### src/rtl/game_pkg.sv
// game_pkg: shared types and widths for the game sequencer.
//   game_state_t : sequencer state, also exported to the HUD/overlay renderer
//   SCORE_W      : score width
//   WAVE_W       : wave counter width
//   sat_add      : saturating score addition
package game_pkg;

  typedef enum logic [2:0] {
    TITLE    = 3'd0,
    PLAY     = 3'd1,
    HIT      = 3'd2,
    RESPAWN  = 3'd3,
    WAVE_CLR = 3'd4,
    OVER     = 3'd5
  } game_state_t;

  localparam int unsigned SCORE_W = 16;
  localparam int unsigned WAVE_W  = 8;

  // Sum clamps at all-ones instead of wrapping.
  function automatic logic [SCORE_W-1:0] sat_add(input logic [SCORE_W-1:0] a,
                                                 input logic [SCORE_W-1:0] b);
    logic [SCORE_W:0] s;
    s = {1'b0, a} + {1'b0, b};
    return s[SCORE_W] ? '1 : s[SCORE_W-1:0];
  endfunction

endpackage

### src/rtl/game_tick_gen.sv
// game_tick_gen: game-tick divider.
//   clk   in  system clock
//   rst_n in  async active-low reset
//   clr   in  synchronous restart of the count from 0
//   tick  out high during the last cycle of every TICK_CYCLES-cycle period
module game_tick_gen #(
  parameter int unsigned TICK_CYCLES = 650000
) (
  input  logic clk,
  input  logic rst_n,
  input  logic clr,
  output logic tick
);

  localparam int unsigned CW = (TICK_CYCLES > 1) ? $clog2(TICK_CYCLES) : 1;
  localparam logic [CW-1:0] LAST = CW'(TICK_CYCLES - 1);

  logic [CW-1:0] cnt;

  // Decoded from the register only: clr is derived from the FSM next-state,
  // which itself depends on tick.
  assign tick = (cnt == LAST);

  always_ff @(posedge clk or negedge rst_n) begin
    if (!rst_n) begin
      cnt <= '0;
    end else if (clr || cnt == LAST) begin
      cnt <= '0;
    end else begin
      cnt <= cnt + CW'(1);
    end
  end

endmodule

### src/rtl/game_seq_ctl.sv
// game_seq_ctl: top-level game sequencer.
//   clk, rst_n        clock, async active-low reset
//   button_shoot      start/continue button (synchronised upstream)
//   player_hit        1-cycle pulse, enemy bullet hit the player
//   alien_killed      1-cycle pulse, player bullet killed an alien
//   aliens_at_bottom  level, formation reached the player row
//   player_en/aliens_en    high only in PLAY
//   player_rst/aliens_rst  1-cycle re-init pulses, high in the first cycle of the new state
//   lives, score, wave     game counters (score saturates, wave wraps)
//   state                  current game_state_t for the overlay
module game_seq_ctl
  import game_pkg::*;
#(
  parameter int unsigned LIVES         = 3,
  parameter int unsigned TICK_CYCLES   = 650000,
  parameter int unsigned HIT_TICKS     = 60,
  parameter int unsigned RESPAWN_TICKS = 40,
  parameter int unsigned ALIENS_TOTAL  = 55,
  parameter int unsigned POINTS        = 10
) (
  input  logic               clk,
  input  logic               rst_n,
  input  logic               button_shoot,
  input  logic               player_hit,
  input  logic               alien_killed,
  input  logic               aliens_at_bottom,
  output logic               player_en,
  output logic               player_rst,
  output logic               aliens_en,
  output logic               aliens_rst,
  output logic [2:0]         lives,
  output logic [SCORE_W-1:0] score,
  output logic [WAVE_W-1:0]  wave,
  output logic [2:0]         state
);

  localparam int unsigned TMAX = (HIT_TICKS > RESPAWN_TICKS) ? HIT_TICKS : RESPAWN_TICKS;
  localparam int unsigned TW   = $clog2(TMAX + 1);
  // One extra count of headroom: a kill in the cycle the total is seen can push past it.
  localparam int unsigned KW   = $clog2(ALIENS_TOTAL + 2);
  localparam logic [SCORE_W-1:0] PTS       = SCORE_W'(POINTS);
  localparam logic [TW-1:0]      HIT_LAST  = TW'(HIT_TICKS - 1);
  localparam logic [TW-1:0]      RESP_LAST = TW'(RESPAWN_TICKS - 1);

  game_state_t        state_r, state_nxt;
  logic               btn_d;
  logic               start;
  logic               tick;
  logic               clr;
  logic [KW-1:0]      kills_r, kills_nxt;
  logic [TW-1:0]      ticks_r, ticks_nxt;
  logic [2:0]         lives_nxt;
  logic [SCORE_W-1:0] score_nxt;
  logic [WAVE_W-1:0]  wave_nxt;
  logic               prst_nxt, arst_nxt;

  assign start = button_shoot & ~btn_d;
  assign state = state_r;

  game_tick_gen #(.TICK_CYCLES(TICK_CYCLES)) u_tick (
    .clk   (clk),
    .rst_n (rst_n),
    .clr   (clr),
    .tick  (tick)
  );

  always_comb begin
    state_nxt = state_r;
    lives_nxt = lives;
    score_nxt = score;
    wave_nxt  = wave;
    kills_nxt = kills_r;
    ticks_nxt = ticks_r;
    prst_nxt  = 1'b0;
    arst_nxt  = 1'b0;
    case (state_r)
      TITLE: begin
        if (start) begin
          state_nxt = PLAY;
          lives_nxt = 3'(LIVES);
          score_nxt = '0;
          wave_nxt  = '0;
          kills_nxt = '0;
          prst_nxt  = 1'b1;
          arst_nxt  = 1'b1;
        end
      end
      PLAY: begin
        if (alien_killed) begin
          score_nxt = sat_add(score, PTS);
          kills_nxt = kills_r + KW'(1);
        end
        if (aliens_at_bottom) begin
          state_nxt = OVER;
          lives_nxt = '0;
        end else if (player_hit) begin
          state_nxt = HIT;
          lives_nxt = (lives != '0) ? lives - 3'd1 : '0;
        end else if (kills_r >= KW'(ALIENS_TOTAL)) begin
          state_nxt = WAVE_CLR;
        end
      end
      HIT: begin
        if (tick) begin
          if (ticks_r == HIT_LAST) begin
            state_nxt = (lives == '0) ? OVER : RESPAWN;
            prst_nxt  = (lives != '0);
          end else begin
            ticks_nxt = ticks_r + TW'(1);
          end
        end
      end
      RESPAWN: begin
        if (tick) begin
          if (ticks_r == RESP_LAST) state_nxt = PLAY;
          else                      ticks_nxt = ticks_r + TW'(1);
        end
      end
      WAVE_CLR: begin
        if (tick) begin
          if (ticks_r == RESP_LAST) begin
            state_nxt = PLAY;
            kills_nxt = '0;
            wave_nxt  = wave + WAVE_W'(1);
            prst_nxt  = 1'b1;
            arst_nxt  = 1'b1;
          end else begin
            ticks_nxt = ticks_r + TW'(1);
          end
        end
      end
      OVER: begin
        if (start) state_nxt = TITLE;
      end
      default: state_nxt = TITLE;
    endcase
    // Every state change restarts both the cycle divider and the tick count.
    if (state_nxt != state_r) ticks_nxt = '0;
  end

  assign clr = (state_nxt != state_r);

  always_ff @(posedge clk or negedge rst_n) begin
    if (!rst_n) begin
      state_r    <= TITLE;
      btn_d      <= 1'b0;
      kills_r    <= '0;
      ticks_r    <= '0;
      lives      <= '0;
      score      <= '0;
      wave       <= '0;
      player_en  <= 1'b0;
      aliens_en  <= 1'b0;
      player_rst <= 1'b0;
      aliens_rst <= 1'b0;
    end else begin
      state_r    <= state_nxt;
      btn_d      <= button_shoot;
      kills_r    <= kills_nxt;
      ticks_r    <= ticks_nxt;
      lives      <= lives_nxt;
      score      <= score_nxt;
      wave       <= wave_nxt;
      player_en  <= (state_nxt == PLAY);
      aliens_en  <= (state_nxt == PLAY);
      player_rst <= prst_nxt;
      aliens_rst <= arst_nxt;
    end
  end

endmodule

### config.mk
export PLATFORM = sky130hd
export DESIGN_NAME = game_seq_ctl
export DESIGN_NICKNAME = d
export VERILOG_FILES = /design/src/rtl/game_pkg.sv /design/src/rtl/game_tick_gen.sv /design/src/rtl/game_seq_ctl.sv
export SDC_FILE = /design/constraint.sdc
export NUM_CORES = 1
export LEC_CHECK = 0
export BUFFER_PORTS_ARGS = -buffer_cell sky130_fd_sc_hd__buf_2
export CORE_MARGIN = 5
export CORE_UTILIZATION = 30
export CTS_BUF_LIST = sky130_fd_sc_hd__clkbuf_4
export DETAILED_ROUTE_END_ITERATION = 10
export PLACE_DENSITY_LB_ADDON = 0.12
export SLEW_MARGIN = 0
export SYNTH_ARGS = -nofsm -noshare
export SYNTH_HDL_FRONTEND = slang
export SYNTH_SLANG_ARGS = --single-unit
export TNS_END_PERCENT = 30
### constraint.sdc
create_clock -name clk -period 3.8 [get_ports clk]
set_clock_uncertainty 0.1 [all_clocks]
set_input_delay 0.38 -clock clk [delete_from_list [all_inputs] [get_ports clk]]
set_output_delay 0.38 -clock clk [all_outputs]
set_load 0.05 [all_outputs]
==> flow_summary_export.csv <==
group,metric,value,unit
clocking,cts_sinks,66,
floorplan,die_x,117,um
placement,dp_hpwl,5700,um
sta,slew_headroom,48.6,%
route,drt_iter0_markers,170,
yosys,synth_flop_cell,"dfrtp_1",
global_route,grt_pass1_vias,2711,
global_route,track_usage,13.0,%
sta,period_minus_slack,2.83,ns
floorplan,dieArea,13600,um^2
critical_path,worst_setup_path_end_kind,"register",
status,status,"completed",
clocking,cts_root_buf,"clkbuf_4",
global_route,grt_max_degree,36,
clocking,clk_latency,0.44,ns
job,drv_cap,0,
finish,final_cell_mix,"dfrtp_1 (66), nor2_1 (44), buf_2 (39)",
sta,timing.final.hold_violations,0,
critical_path,cp_max_fo,14,
global_route,grt_first_pass_wirelength,13700,um
critical_path,cp_data_arrival_time,3.10,ns
yosys,synthXorXnorAreaFrac,7.93,%
placement,routabilityCongestion,0.776,
floorplan,fp.coreArea,11300,um^2
yosys,synth_fp_nets,375,
finish,nets,416,
floorplan,die_y,117,um
finish,final_common_cell,"dfrtp_1",
yosys,async_flop_share,100,%
route,ant_nets,0,
yosys,synth.distinct_cells,53,
yosys,avgSynthCellArea,9.40,um^2
yosys,synth_top_area_share,48.3,%
route,drc,0,
finish,final_util,34.3,%
global_route,overflow,0,
clocking,cts_setup_buffers,0,
critical_path,crit_required,4.07,ns
sta,slew_viol_final,0,
yosys,synth_area,3420,um^2
yosys,synth_fa_ha_area_share,1.83,%
route,vias,2772,
clocking,clk_path_buf_depth,2,
finish,syn2layout_area_growth,13.5,%
sta,fin_setup_tns,0,ns
route,wl,8240,um
placement,dpl-instance-area,3760,um^2
power_and_ir_drop,ir_drop,0.339,mV
critical_path,crit_type,"register to register",
yosys,synth_area_leaders,"dfrtp_1 (48%), xor2_1 (6.1%), nor2_1 (4.8%), nor3_1 (3.5%), nand3_1 (3.2%)",
clocking,numCtsBuffers,9,
power_and_ir_drop,p_leak,0.00182,uW
placement,portBuffers,39,
finish,nFillCells,1226,
global_route,antenna_found_initial,1,
sta,min_period_over_period,74.4,%
yosys,synth_edf_count,0,
clocking,cts_max_level,3,
yosys,netlist_instances,364,
route,wl_per_cell,14.9,um
route,via_per_inst,5.00,
yosys,synth_seq_area_share,48.3,%
yosys,synth_warnings,0,
yosys,ys_seq_elements,66,
sta,worst_pin_slew,0.771,ns
power_and_ir_drop,pwr_density_cell,531,nW/um^2
yosys,synth_top_family_by_area,"simple AND/OR/NAND/NOR gates",
sta,setup_slack,0.972,ns
floorplan,io_pins,40,
finish,finish.instance_area,3880,um^2
sta,setup_violations,0,
min_path,hold_path.class,"input port to register",
critical_path,critPathLaunchType,"register",
yosys,muxShareOfSynthArea,0.622,%
clocking,clkTransAtPathRegs,0.11,ns
yosys,synth-compound-area-share,12.6,%
finish,drive_gt1_share,17.1,%
placement,post-place-ws,1.00,ns
route,first_pass_iters,4,
floorplan,row_count,39,
clocking,cts_tree,"done",
sta,max_freq,0.354,GHz
floorplan,initial_utilization,30.2,%
yosys,yosysTopAreaCell,"dfrtp_1",
sta,rsz0062_at_grt,"no",
sta,hold_slack,0.116,ns
yosys,synth_simple_gate_area_share,25.9,%
worst max-delay path: stages (launching register included):
cell	delay [ns]
dfrtp_1	0.45
or4b_4	0.57
or4_4	0.55
nor3_4	0.47
nor2_2	0.11
or3_1	0.37
a21oi_1	0.14
per-stage QoR:
step           instances  total power (uW)
6_report             554              2060
5_1_grt              554              2210
2_1_floorplan        364              1490
3_5_place_dp         535              1690
4_1_cts              553              2110
3_3_place_gp         535              1700
cell type report:
| type | count | area [um^2] | share of cell area, % |
|---|---|---|---|
| multi-input combinational | 275 | 1670 | 43.0 |
| tap | 143 | 179 | 4.61 |
| timing repair buffer | 45 | 245 | 6.31 |
| clock inverter | 7 | 36.3 | 0.934 |
| inverter | 8 | 30.0 | 0.773 |
| clock buffer | 9 | 67.6 | 1.74 |
| sequential | 66 | 1650 | 42.5 |
| antenna | 1 | 2.50 | 0.0644 |
state kept, by name (all words and copies together), names as in the netlist:
name / count
aliens_en: 1
aliens_rst: 1
btn_d: 1
kills_r: 6
lives: 3
player_rst: 1
score: 16
state: 3
ticks_r: 6
u_tick.cnt: 20
wave: 8
cell families after synthesis:
group / count (synthesis)
fa+ha+maj: 5
mux: 2
xor+xnor: 31
simple gates: 169
buf+inv: 23
compound gates: 68
flops: 66
power by group:
group	internal [uW]	switching (uW)	leakage, uW	total (uW)
clock network	126	269	0.0000627	395
logic	208	546	0.000855	754
registers	789	124	0.000900	913
total	1120	940	0.00182	2060
timing repair:
action / 4_1_cts / 5_1_grt
endpoints found under the hold margin: 32 / 0
resized for setup: 0 / 0
hold buffers: 2 / 0
worst paths after layout:
kind,startpoint,endpoint,slack (ns),cells past startpoint
setup / recovery,u_tick.cnt[12]$_DFF_PN0_,kills_r[4]$_DFFE_PN0P_,0.97,6
hold / removal,aliens_at_bottom,lives[1]$_DFFE_PN0P_,0.12,2
setup reg to reg,u_tick.cnt[12]$_DFF_PN0_,kills_r[4]$_DFFE_PN0P_,0.97,6
hold reg to reg,score[0]$_DFFE_PN0P_,score[0]$_DFFE_PN0P_,0.40,2
max in group asynchronous,rst_n,kills_r[1]$_DFFE_PN0P_,2.20,3
min in group asynchronous,rst_n,score[12]$_DFFE_PN0P_,0.44,2
cell usage after synthesis, types with 2 or more instances:
cell,n
dfrtp_1,66
o21ai_0,19
nand2_1,27
nor3_1,24
ha_1,5
a211o_1,2
and2_1,4
clkbuf_1,9
o22ai_1,5
nand4_1,10
a22oi_1,2
o211a_1,2
inv_1,8
a31oi_1,4
a22o_1,3
and3_1,10
buf_4,2
o31ai_1,2
nor2_1,44
a21oi_1,18
nand3_1,22
nand4b_1,2
nor4_1,2
xor2_1,24
or2_2,3
nor3b_1,3
buf_2,4
nand2b_1,3
xnor2_1,7
or3_1,5
routing by layer:
| metal | vias to the layer above | track usage (%) | share of wire, % |
|---|---|---|---|
| li1 | 1386 | - | - |
| met1 | 1335 | 17.0 | 49 |
| met2 | 36 | 20.2 | 45 |
| met3 | 15 | 3.34 | 3.9 |
| met4 | 0 | 5.73 | 2.0 |
| met5 | - | 0 | 0 |
(Power assumes the default switching activity.)
